==> config.mk <==
export PLATFORM = sky130hd
export DESIGN_NAME = acu_arb
export DESIGN_NICKNAME = d
export VERILOG_FILES = /design/src/rtl/acu_arb.sv
export SDC_FILE = /design/constraint.sdc
export NUM_CORES = 1
export LEC_CHECK = 0
export ABC_AREA = 0
export CORE_MARGIN = 5
export CORE_UTILIZATION = 25
export CTS_CLUSTER_DIAMETER = 80
export DETAILED_ROUTE_END_ITERATION = 8
export PLACE_DENSITY = 0.54
export SKIP_LAST_GASP = 1
export SLEW_MARGIN = 20
export SYNTH_ARGS = -nofsm -noshare
export SYNTH_HDL_FRONTEND = slang
export SYNTH_SLANG_ARGS = --single-unit
==> constraint.sdc <==
create_clock -name clk -period 1.7 [get_ports clk]
set_clock_uncertainty 0.15 [all_clocks]
set_input_delay 0.34 -clock clk [delete_from_list [all_inputs] [get_ports clk]]
set_output_delay 0.34 -clock clk [all_outputs]
set_load 0.1 [all_outputs]
==> src/rtl/acu_arb.sv <==
// Two-requester arbiter for the shared ACU: grants one requester, steers the ACU
// input mux, captures the linear address and issues one or two byte-enabled beats.
module acu_arb #(
    parameter int unsigned AW = 32
) (
    input  logic          clk,
    input  logic          rst,
    input  logic          dec_req,
    input  logic [1:0]    dec_size,
    input  logic          dec_wr,
    output logic          dec_gnt,
    input  logic          seq_req,
    input  logic [1:0]    seq_size,
    input  logic          seq_wr,
    output logic          seq_gnt,
    output logic          acu_sel,
    input  logic [AW-1:0] acu_addr,
    input  logic [2:0]    acu_seg,
    output logic          mem_req,
    output logic [AW-1:0] mem_addr,
    output logic [3:0]    mem_be,
    output logic [2:0]    mem_seg,
    output logic          mem_wr,
    output logic          mem_src,
    output logic          mem_last,
    input  logic          mem_ack,
    output logic          dec_done,
    output logic          seq_done
);

    typedef enum logic [2:0] {
        S_IDLE  = 3'd0,
        S_CALC  = 3'd1,
        S_CAP   = 3'd2,
        S_BEAT0 = 3'd3,
        S_BEAT1 = 3'd4
    } state_t;

    state_t        r_state,    w_state;
    logic          r_sel,      w_sel;
    logic          r_last_seq, w_last_seq;
    logic [1:0]    r_size,     w_size;
    logic          r_wr,       w_wr;
    logic [3:0]    r_hi_be,    w_hi_be;
    logic [AW-1:0] r_a1,       w_a1;
    logic          r_dec_gnt,  w_dec_gnt;
    logic          r_seq_gnt,  w_seq_gnt;
    logic          r_mem_req,  w_mem_req;
    logic [AW-1:0] r_mem_addr, w_mem_addr;
    logic [3:0]    r_mem_be,   w_mem_be;
    logic [2:0]    r_mem_seg,  w_mem_seg;
    logic          r_mem_wr,   w_mem_wr;
    logic          r_mem_last, w_mem_last;
    logic          r_dec_done, w_dec_done;
    logic          r_seq_done, w_seq_done;

    logic [3:0]    w_mask;
    logic [7:0]    w_m8;
    logic [AW-1:0] w_next_dword;

    // Byte mask of the access, shifted into an 8-byte window starting at the dword base.
    always_comb begin
        case (r_size)
            2'd0:    w_mask = 4'b0001;
            2'd1:    w_mask = 4'b0011;
            default: w_mask = 4'b1111;
        endcase
        w_m8         = {4'b0000, w_mask} << acu_addr[1:0];
        w_next_dword = {acu_addr[AW-1:2] + (AW-2)'(1), 2'b00};
    end

    always_comb begin
        w_state    = r_state;
        w_sel      = r_sel;
        w_last_seq = r_last_seq;
        w_size     = r_size;
        w_wr       = r_wr;
        w_hi_be    = r_hi_be;
        w_a1       = r_a1;
        w_dec_gnt  = 1'b0;
        w_seq_gnt  = 1'b0;
        w_mem_req  = r_mem_req;
        w_mem_addr = r_mem_addr;
        w_mem_be   = r_mem_be;
        w_mem_seg  = r_mem_seg;
        w_mem_wr   = r_mem_wr;
        w_mem_last = r_mem_last;
        w_dec_done = 1'b0;
        w_seq_done = 1'b0;

        case (r_state)
            S_IDLE: begin
                if (dec_req || seq_req) begin
                    // On a tie the requester not granted last wins.
                    w_sel   = (dec_req && seq_req) ? ~r_last_seq : seq_req;
                    w_size  = w_sel ? seq_size : dec_size;
                    w_wr    = w_sel ? seq_wr : dec_wr;
                    w_state = S_CALC;
                end
            end
            S_CALC: begin
                w_dec_gnt = ~r_sel;
                w_seq_gnt = r_sel;
                w_state   = S_CAP;
            end
            S_CAP: begin
                w_last_seq = r_sel;
                w_mem_req  = 1'b1;
                w_mem_addr = acu_addr;
                w_mem_be   = w_m8[3:0];
                w_hi_be    = w_m8[7:4];
                w_a1       = w_next_dword;
                w_mem_seg  = acu_seg;
                w_mem_wr   = r_wr;
                w_mem_last = ~|w_m8[7:4];
                w_state    = S_BEAT0;
            end
            S_BEAT0: begin
                if (mem_ack) begin
                    if (r_mem_last) begin
                        w_mem_req  = 1'b0;
                        w_dec_done = ~r_sel;
                        w_seq_done = r_sel;
                        w_state    = S_IDLE;
                    end else begin
                        w_mem_addr = r_a1;
                        w_mem_be   = r_hi_be;
                        w_mem_last = 1'b1;
                        w_state    = S_BEAT1;
                    end
                end
            end
            S_BEAT1: begin
                if (mem_ack) begin
                    w_mem_req  = 1'b0;
                    w_dec_done = ~r_sel;
                    w_seq_done = r_sel;
                    w_state    = S_IDLE;
                end
            end
            default: w_state = S_IDLE;
        endcase
    end

    always_ff @(posedge clk) begin
        if (rst) begin
            r_state    <= S_IDLE;
            r_sel      <= 1'b0;
            r_last_seq <= 1'b1;
            r_size     <= 2'd0;
            r_wr       <= 1'b0;
            r_hi_be    <= 4'd0;
            r_a1       <= '0;
            r_dec_gnt  <= 1'b0;
            r_seq_gnt  <= 1'b0;
            r_mem_req  <= 1'b0;
            r_mem_addr <= '0;
            r_mem_be   <= 4'd0;
            r_mem_seg  <= 3'd0;
            r_mem_wr   <= 1'b0;
            r_mem_last <= 1'b0;
            r_dec_done <= 1'b0;
            r_seq_done <= 1'b0;
        end else begin
            r_state    <= w_state;
            r_sel      <= w_sel;
            r_last_seq <= w_last_seq;
            r_size     <= w_size;
            r_wr       <= w_wr;
            r_hi_be    <= w_hi_be;
            r_a1       <= w_a1;
            r_dec_gnt  <= w_dec_gnt;
            r_seq_gnt  <= w_seq_gnt;
            r_mem_req  <= w_mem_req;
            r_mem_addr <= w_mem_addr;
            r_mem_be   <= w_mem_be;
            r_mem_seg  <= w_mem_seg;
            r_mem_wr   <= w_mem_wr;
            r_mem_last <= w_mem_last;
            r_dec_done <= w_dec_done;
            r_seq_done <= w_seq_done;
        end
    end

    assign acu_sel  = r_sel;
    assign dec_gnt  = r_dec_gnt;
    assign seq_gnt  = r_seq_gnt;
    assign mem_req  = r_mem_req;
    assign mem_addr = r_mem_addr;
    assign mem_be   = r_mem_be;
    assign mem_seg  = r_mem_seg;
    assign mem_wr   = r_mem_wr;
    assign mem_src  = r_sel;
    assign mem_last = r_mem_last;
    assign dec_done = r_dec_done;
    assign seq_done = r_seq_done;

endmodule

* After elaboration in Yosys (flattened, before gate mapping) *
Cells that the tools add are included.
Widths: inputs -> output; s select.

word-level totals
  register bits = 88
  word-level logic and storage cells = 75
  input bits = 46
  output and inout bits = 48

cells by class
  reductions and logical operators = 14
  bitwise gates (word level) = 3
  muxes and demuxes = 29
  equal/unequal tests = 10
  shift-type cells = 1
  $add $sub $neg = 1

operators with widths
  operator               count
  $mux 32                2
  $pmux 32 s2            1
  $add 30x1->30 const B  1
  $pmux 4 s2             2
  $pmux 3 s5             1
  $mux 1                 12
  $mux 3                 4
  $ne 2x2->1 const B     5
  $mux 4                 2
  $shl 4x2->8            1
  $eq 3x2->1 const B     2
  $pmux 1 s2             3
  $reduce_and 3->1       2
  $reduce_and 2->1       2
  $reduce_and 4->1       1
  $reduce_or 4->1        1
  $eq 3x1->1 const B     1
  $eq 3x3->1 const B     1
  $logic_not 3->1        1
  $not 1->1              3
  $pmux 1 s3             1
  $reduce_bool 3->1      1
  $eq 2x1->1 const B     1
  $logic_not 2->1        1
  other kinds (6)        6

* Logic depth before layout (Yosys ltp) *
Gate-level depths: netlist (run 1).

  depth after elaboration = 6
  depth in mapped cells = 7

* Worst setup path after synthesis (run 1) *
OpenSTA, ideal clock, no wires.

  path kind = reg-to-reg
  start point = reg r_mem_last (netlist: mem_last)
  end point = reg r_mem_addr[10] (netlist: mem_addr[10])
  slack = -0.353 ns
  setup time = 0.086 ns
  stages on the path, launching flop included = 6
  data arrival time = 1.817 ns
  period minus slack after synthesis = 2.053 ns
  path through = dfxtp_1 -> nand2b_1 -> a21boi_1 -> buf_2 -> buf_2 -> a211oi_1

between the ends
  word-level cells in the longest chain between the ends = 2

ends and longest elaborated chain
  element                     RTL line  source
  start, declared             53        logic r_mem_last, w_mem_last;
  start signal, assigned      179       r_mem_last <= w_mem_last;
  $ne 2x2->1 (no line)        n/a
  $reduce_and 3->1 (no line)  n/a
  end signal, assigned        175       r_mem_addr <= w_mem_addr;
  end, declared               49        logic [AW-1:0] r_mem_addr, w_mem_addr;

Every way passes these cells.
A chain may end at the register's enable or synchronous reset.

* Final worst setup path (run 1) *
  start point = in acu_addr[17]
  end point = reg r_a1[20]

between the ends
  word-level cells in the longest chain between the ends = 1

ends and longest elaborated chain
  element               RTL line  source
  start, declared       17        input logic [AW-1:0] acu_addr,
  $add 30x1->30         69        w_next_dword = {acu_addr[AW-1:2] + (AW-2)'(1), 2'b00};
  end signal, assigned  171       r_a1 <= w_a1;
  end, declared         45        logic [AW-1:0] r_a1, w_a1;

Every way passes these cells.

==> flow_summary.json, run 1 <==
{
  "ios": 94,
  "path_class": "primary input to flop",
  "max_freq_ghz": 0.604,
  "hpwl_mm": 8.90,
  "cp-end-kind": "flop",
  "diodes": 0,
  "fp.dieH_um": 139,
  "slowest_stage": "or4_4",
  "yosysUniqueCellTypes": 48,
  "grt_pass1_vias": 4130,
  "p_per_area_nw_per_um2": 980,
  "grt_max_degree": 53,
  "nFillCells": 1563,
  "irDropWorstVdd_mv": 0.507,
  "ctsLongestPathBuffers": 2,
  "cpPeakStageDelay_ns": 0.53,
  "root_buffer": "clkbuf_16",
  "fin_area_um2": 6880,
  "die_area_um2": 19200,
  "avgSynthCellArea_um2": 8.83,
  "fp-row-count": 47,
  "cts_buffers": 9,
  "hold_viol_final": 0,
  "drc": 0,
  "required_ns": 1.79,
  "layout.cells.non_filler": 847,
  "seq_area_frac_synth": 0.421,
  "drtIter0Drc": 151,
  "min_period_over_period": 0.974,
  "place_area_um2": 6340,
  "grt_overflow": 0,
  "dp.cells": 818,
  "vias": 4109,
  "wire_per_inst_um": 15.3,
  "arrival_ns": 1.75,
  "synth-edff-count": 0,
  "cts_hold_buffers": 0,
  "core_area_um2": 16400,
  "cts_tree": "yes",
  "synth_area_um2": 4140,
  "drv_cap": 0,
  "ys_seq_elements": 87,
  "final.min_clock_period_ns": 1.66,
  "fin_tns_setup_ns": 0,
  "ys_async_sr_fraction": 0,
  "via_per_inst": 4.85,
  "clock_latency_ns": 0.34,
  "htree_levels": 3,
  "portBuffers": 93,
  "clock-sinks": 87,
  "grt_antenna_before_repair": 0,
  "hp-class": "primary input to flop",
  "synthCells": 469,
  "yosys_warnings": 0,
  "path_cells": "clkdlybuf4s15_1 -> and3_4 -> nand4_4 -> or4_4 -> a311oi_2",
  "clkTransAtPathRegs_ns": 0.06,
  "die_width_um": 139,
  "start_kind": "primary input",
  "postRouteAntennaNets": 0,
  "dr.pass1.iters": 5,
  "initial_core_util": 0.252,
  "status": "finished clean",
  "gp_congestion": 0.794,
  "area_growth_pct": 66.2,
  "fin_nets": 669,
  "routed_wl_mm": 13.0,
  "worstPathMaxFanout": 5,
  "syn_nets": 516,
  "synth-main-ff-cell": "dfxtp_1",
  "grt.total_usage": 0.130,
  "grt_pass1_wl_mm": 20.8,
  "p_leak_nw": 2.68,
  "setup_violations": 0,
  "worst_pin_slew_ns": 0.323,
  "drive_gt1_frac": 0.305,
  "drv_slew": 0,
  "ff2ff_setup_slack_ns": 0.05,
  "relSlewSlack": 0.783
}
## flip-flops by register name (all words and copies together) (netlist names), 2 cells and up
register  flops
mem_addr     32
r_a1         30
mem_be        4
mem_seg       3
r_hi_be       3
r_state       3
r_size        2
## worst max-delay path: cells and delay by family
kind | cells | cell delay, ns
and+or+nand+nor | 3 | 0.92
AOI/OAI and AO/OA | 1 | 0.27
buffers and inverters | 1 | 0.21
## layout by cell type (no fill, tap or decap), types with 4 or more instances in the layout
master / count
buf_6: 4
nand3_1: 10
o21ai_0: 8
nand2_1: 31
a311oi_2: 5
nor4_1: 5
or4_1: 9
clkbuf_2: 7
o31ai_1: 10
nor3_1: 7
dlygate4sd2_1: 13
nand4_1: 8
xnor2_1: 8
clkdlybuf4s50_1: 16
buf_12: 58
a21oi_1: 16
a211oi_1: 48
dfxtp_1: 83
mux2i_1: 35
a311oi_1: 12
clkdlybuf4s15_1: 6
nand2b_1: 4
or3_1: 4
nor2_1: 77
clkbuf_16: 11
buf_4: 68
## per-layer routing
layer	vias up	track usage	routed length (um)
met4	0	0.0499	208
met2	85	0.209	6150
li1	2068	-	-
met5	-	0	0
met1	1942	0.170	6170
met3	14	0.0300	435
## kinds of logic (layout without fill, tap and decap cells)
logic type | Yosys count | in the layout | synth area share
AND/OR/NAND/NOR | 187 | 189 | 0.232
AO/OA/AOI/OAI | 108 | 108 | 0.187
flip-flops | 87 | 87 | 0.421
buffers and inverters | 39 | 195 | 0.0471
multiplexers | 36 | 36 | 0.0870
XOR/XNOR | 11 | 11 | 0.0233
adder cells (fa/ha/maj) | 1 | 1 | 0.00302
## repair_timing
item,in CTS,in global routing
cloned,2,2
endpoints found under the setup margin,26,40
buffers inserted,3,6
resized for setup,51,31
pin swaps,25,9
## through the flow
stage | setup slack, ns | util | total power [mW] | hold slack (ns)
4_1_cts | 0.0104 | 0.412 | 6.74 | 0.124
3_5_place_dp | -0.781 | 0.386 | 4.71 | 0.300
2_1_floorplan | 0.00402 | - | 3.75 | 0.281
6_report | 0.0442 | 0.419 | 6.74 | 0.133
5_1_grt | -0.0125 | 0.419 | 7.04 | 0.144
3_3_place_gp | -0.742 | 0.386 | 4.68 | 0.293
## report_power, final
part           internal [mW]  switching (mW)
clock network           1.18           0.833
registers               2.24           0.183
logic                  0.927            1.38
## final timing paths
| path | from | to | cells past startpoint |
|---|---|---|---|
| hold reg to reg | r_wr$_SDFFE_PP0P_ | mem_wr$_SDFFE_PP0P_ | 2 |
| setup / recovery | acu_addr[17] | r_a1[20]$_SDFFE_PP0P_ | 5 |
| hold / removal | rst | seq_done$_SDFF_PP0_ | 2 |
| setup reg to reg | r_state[1]$_SDFFE_PP0P_ | mem_addr[0]$_SDFFE_PP0P_ | 6 |
## synthesized netlist by cell type (all sizes together) (2+ instances only)
cell type  instances  area [um2]
nor4               7        43.8
mux2i             36         360
and4               5        48.8
and3               4        27.5
nand2             31         116
nand3b             3        22.5
nor3               7        35.0
a21oi             16        80.1
o21ai              8        40.0
or3                4        25.0
nor3b              2        20.0
a311oi            17         149
nand3             15        80.1
a211oi            48         360
nor2              77         289
o31a               2        17.5
a31oi              2        12.5
o21a               2        15.0
or4b               2        20.0
or4               10        75.1
xor2               3        26.3
inv                2        7.51
clkbuf            21        88.8
nand4              9        71.3
o31ai             10        75.1
nand2b             4        25.0
xnor2              8        70.1
a21boi             2        15.0
dfxtp             87        1740
buf               16        98.9
nor4bb             2        20.0
## cell type report
| cell class | instances | area [um2] | share of cell area |
|---|---|---|---|
| inverter | 2 | 7.51 | 0.00109 |
| tap | 220 | 275 | 0.0400 |
| clock buffer | 11 | 243 | 0.0353 |
| clock inverter | 5 | 56.3 | 0.00818 |
| timing repair buffer | 177 | 2160 | 0.314 |
| multi-input combinational | 345 | 2390 | 0.347 |
| sequential | 87 | 1750 | 0.254 |
No activity file was read; power rests on OpenSTA's default activity.
==> inputs of run 2 (changes only) <==
--- a/config.mk
+++ b/config.mk
@@ -16,3 +16,4 @@
 export SYNTH_ARGS = -nofsm -noshare
 export SYNTH_HDL_FRONTEND = slang
 export SYNTH_SLANG_ARGS = --single-unit
+export TNS_END_PERCENT = 1
==> run 2 against run 1 <==
The flow now finishes with violations (setup timing); routed wire length barely moved; worst setup slack worse by 0.059 ns; critical endpoint is now r_a1[31]$_SDFFE_PP0P_; utilization fell by 0.25 points; total power fell by 2.3%; highest routed layer unchanged; largest cell class unchanged; sequential power is essentially flat; register-to-register slack worse by 0.02 ns; count of clock-buffer cells in the layout decreased by 2; critical path depth up 1.
==> flow_summary.json, run 2 (synthesis results as in run 1) <==
{
  "final.min_clock_period_ns": 1.71,
  "vias": 4148,
  "portBuffers": 93,
  "arrival_ns": 1.82,
  "routed_wl_mm": 13.0,
  "fin_tns_setup_ns": -0.0145,
  "wire_per_inst_um": 15.2,
  "hp-class": "primary input to flop",
  "drc": 0,
  "holdWs_ns": 0.0927,
  "cp-end-kind": "flop",
  "cts_hold_buffers": 0,
  "status": "complete, but fails checks",
  "grt_max_degree": 62,
  "multi_input_area_um2": 2390,
  "drv_cap": 0,
  "drv_slew": 0,
  "cts_tree": "yes",
  "required_ns": 1.80,
  "postRouteAntennaNets": 0,
  "ff2ff_setup_slack_ns": 0.03,
  "drive_gt1_frac": 0.319,
  "irDropWorstVdd_mv": 0.457,
  "grt_pass1_wl_mm": 20.7,
  "grt.total_usage": 0.131,
  "layout_common_cells": "84 x dfxtp_1, 76 x nor2_1, 73 x buf_4",
  "dp.cells": 829,
  "min_period_over_period": 1.01,
  "worstPathMaxFanout": 6,
  "fin_nets": 673,
  "via_per_inst": 4.87,
  "place_ws_ns": -0.737,
  "ctsLongestPathBuffers": 2,
  "p_leak_nw": 2.66,
  "grt_pass1_vias": 4064,
  "cts_buffers": 9,
  "layout.cells.non_filler": 851,
  "hold_viol_final": 0,
  "worst_slack_ns": -0.0145,
  "die_width_um": 139,
  "root_buffer": "clkbuf_16",
  "p_per_area_nw_per_um2": 963,
  "area.sequential_um2": 1750,
  "start_kind": "primary input",
  "violations": "setup timing",
  "final_common_cell": "dfxtp_1",
  "fp.dieH_um": 139,
  "worst_pin_slew_ns": 0.394,
  "rsz0062_at_grt": "yes",
  "diodes": 0,
  "clock-sinks": 87,
  "nFillCells": 1581,
  "hpwl_mm": 9.18,
  "clock_latency_ns": 0.34,
  "setup_violations": 1,
  "drtIter0Drc": 283,
  "htree_levels": 3,
  "max_freq_ghz": 0.583,
  "grt_antenna_before_repair": 0,
  "die_area_um2": 19200,
  "fp-row-count": 47,
  "initial_core_util": 0.252,
  "dr.pass1.iters": 4,
  "path_class": "primary input to flop",
  "area_growth_pct": 65.2,
  "grt_overflow": 0,
  "clkTransAtPathRegs_ns": 0.07,
  "gp_congestion": 0.726,
  "core_area_um2": 16400,
  "relSlewSlack": 0.735,
  "largest_reg_flops": 32,
  "ios": 94
}
## run 2: cell count changes in the layout (fill, tap and decap cells not counted), sizes merged, moves of 2 or more
cell,previous run,this run
clkbuf,20,15
dlygate4sd2,13,15
clkinvlp,1,4
buf,132,140
clkdlybuf4s15,6,4
## run 2: per-stage QoR
stage | power (mW) | utilization | area, um2
6_report | 6.59 | 0.417 | 6840
3_5_place_dp | 4.73 | 0.389 | 6380
3_3_place_gp | 4.69 | 0.389 | 6380
4_1_cts | 6.62 | 0.411 | 6740
5_1_grt | 6.87 | 0.417 | 6840
2_1_floorplan | 3.74 | - | 4140
## run 2: worst max-delay path, cell delays in order
cell,delay (ns)
dlygate4sd2_1,0.21
and4_4,0.27
nand3_4,0.08
buf_6,0.13
or4_4,0.50
a311oi_2,0.28
## run 2: cell type report
type,count,share of cell area
inverter,2,0.00110
tap,220,0.0403
sequential,87,0.255
timing repair buffer,182,0.313
multi-input combinational,344,0.349
clock inverter,7,0.00823
clock buffer,9,0.0329
## run 2: metal layers
layer / share of wire / track usage / wire length, um / vias up
met1: 0.46 / 0.170 / 5910 / 1957
met4: 0.019 / 0.0587 / 250 / 0
li1: - / - / - / 2072
met5: 0 / 0 / 0 / -
met2: 0.47 / 0.203 / 6040 / 103
met3: 0.060 / 0.0383 / 773 / 16
## run 2: worst paths after layout
kind / start / to / cells past startpoint
max: acu_addr[19] / r_a1[31]$_SDFFE_PP0P_ / 6
min: rst / mem_req$_SDFFE_PP0P_ / 2
max reg2reg: r_state[2]$_SDFFE_PP0P_ / r_a1[31]$_SDFFE_PP0P_ / 6
min reg2reg: r_hi_be[1]$_SDFFE_PP0P_ / r_hi_be[1]$_SDFFE_PP0P_ / 2
## run 2: power breakdown
group / internal [mW] / switching, mW / total, mW / leakage, nW
sequential: 2.24 / 0.177 / 2.42 / 0.714
clock: 1.00 / 0.887 / 1.89 / 0.125
combinational: 0.907 / 1.37 / 2.28 / 1.82
## run 2: repair_timing
item                       in CTS  in global routing
pin swaps                      21                 15
resized for setup              47                 42
buffers inserted                4                  0
setup endpoints to repair      23                 20
gates cloned                    1                  1
==> inputs of run 3 (changes only) <==
--- a/config.mk
+++ b/config.mk
@@ -12,7 +12,7 @@
 export DETAILED_ROUTE_END_ITERATION = 8
 export PLACE_DENSITY = 0.54
 export SKIP_LAST_GASP = 1
-export SLEW_MARGIN = 20
+export SLEW_MARGIN = 0
 export SYNTH_ARGS = -nofsm -noshare
 export SYNTH_HDL_FRONTEND = slang
 export SYNTH_SLANG_ARGS = --single-unit
==> results of run 3 <==
No change in the layout: final DEF, timing and power equal those of run 2.
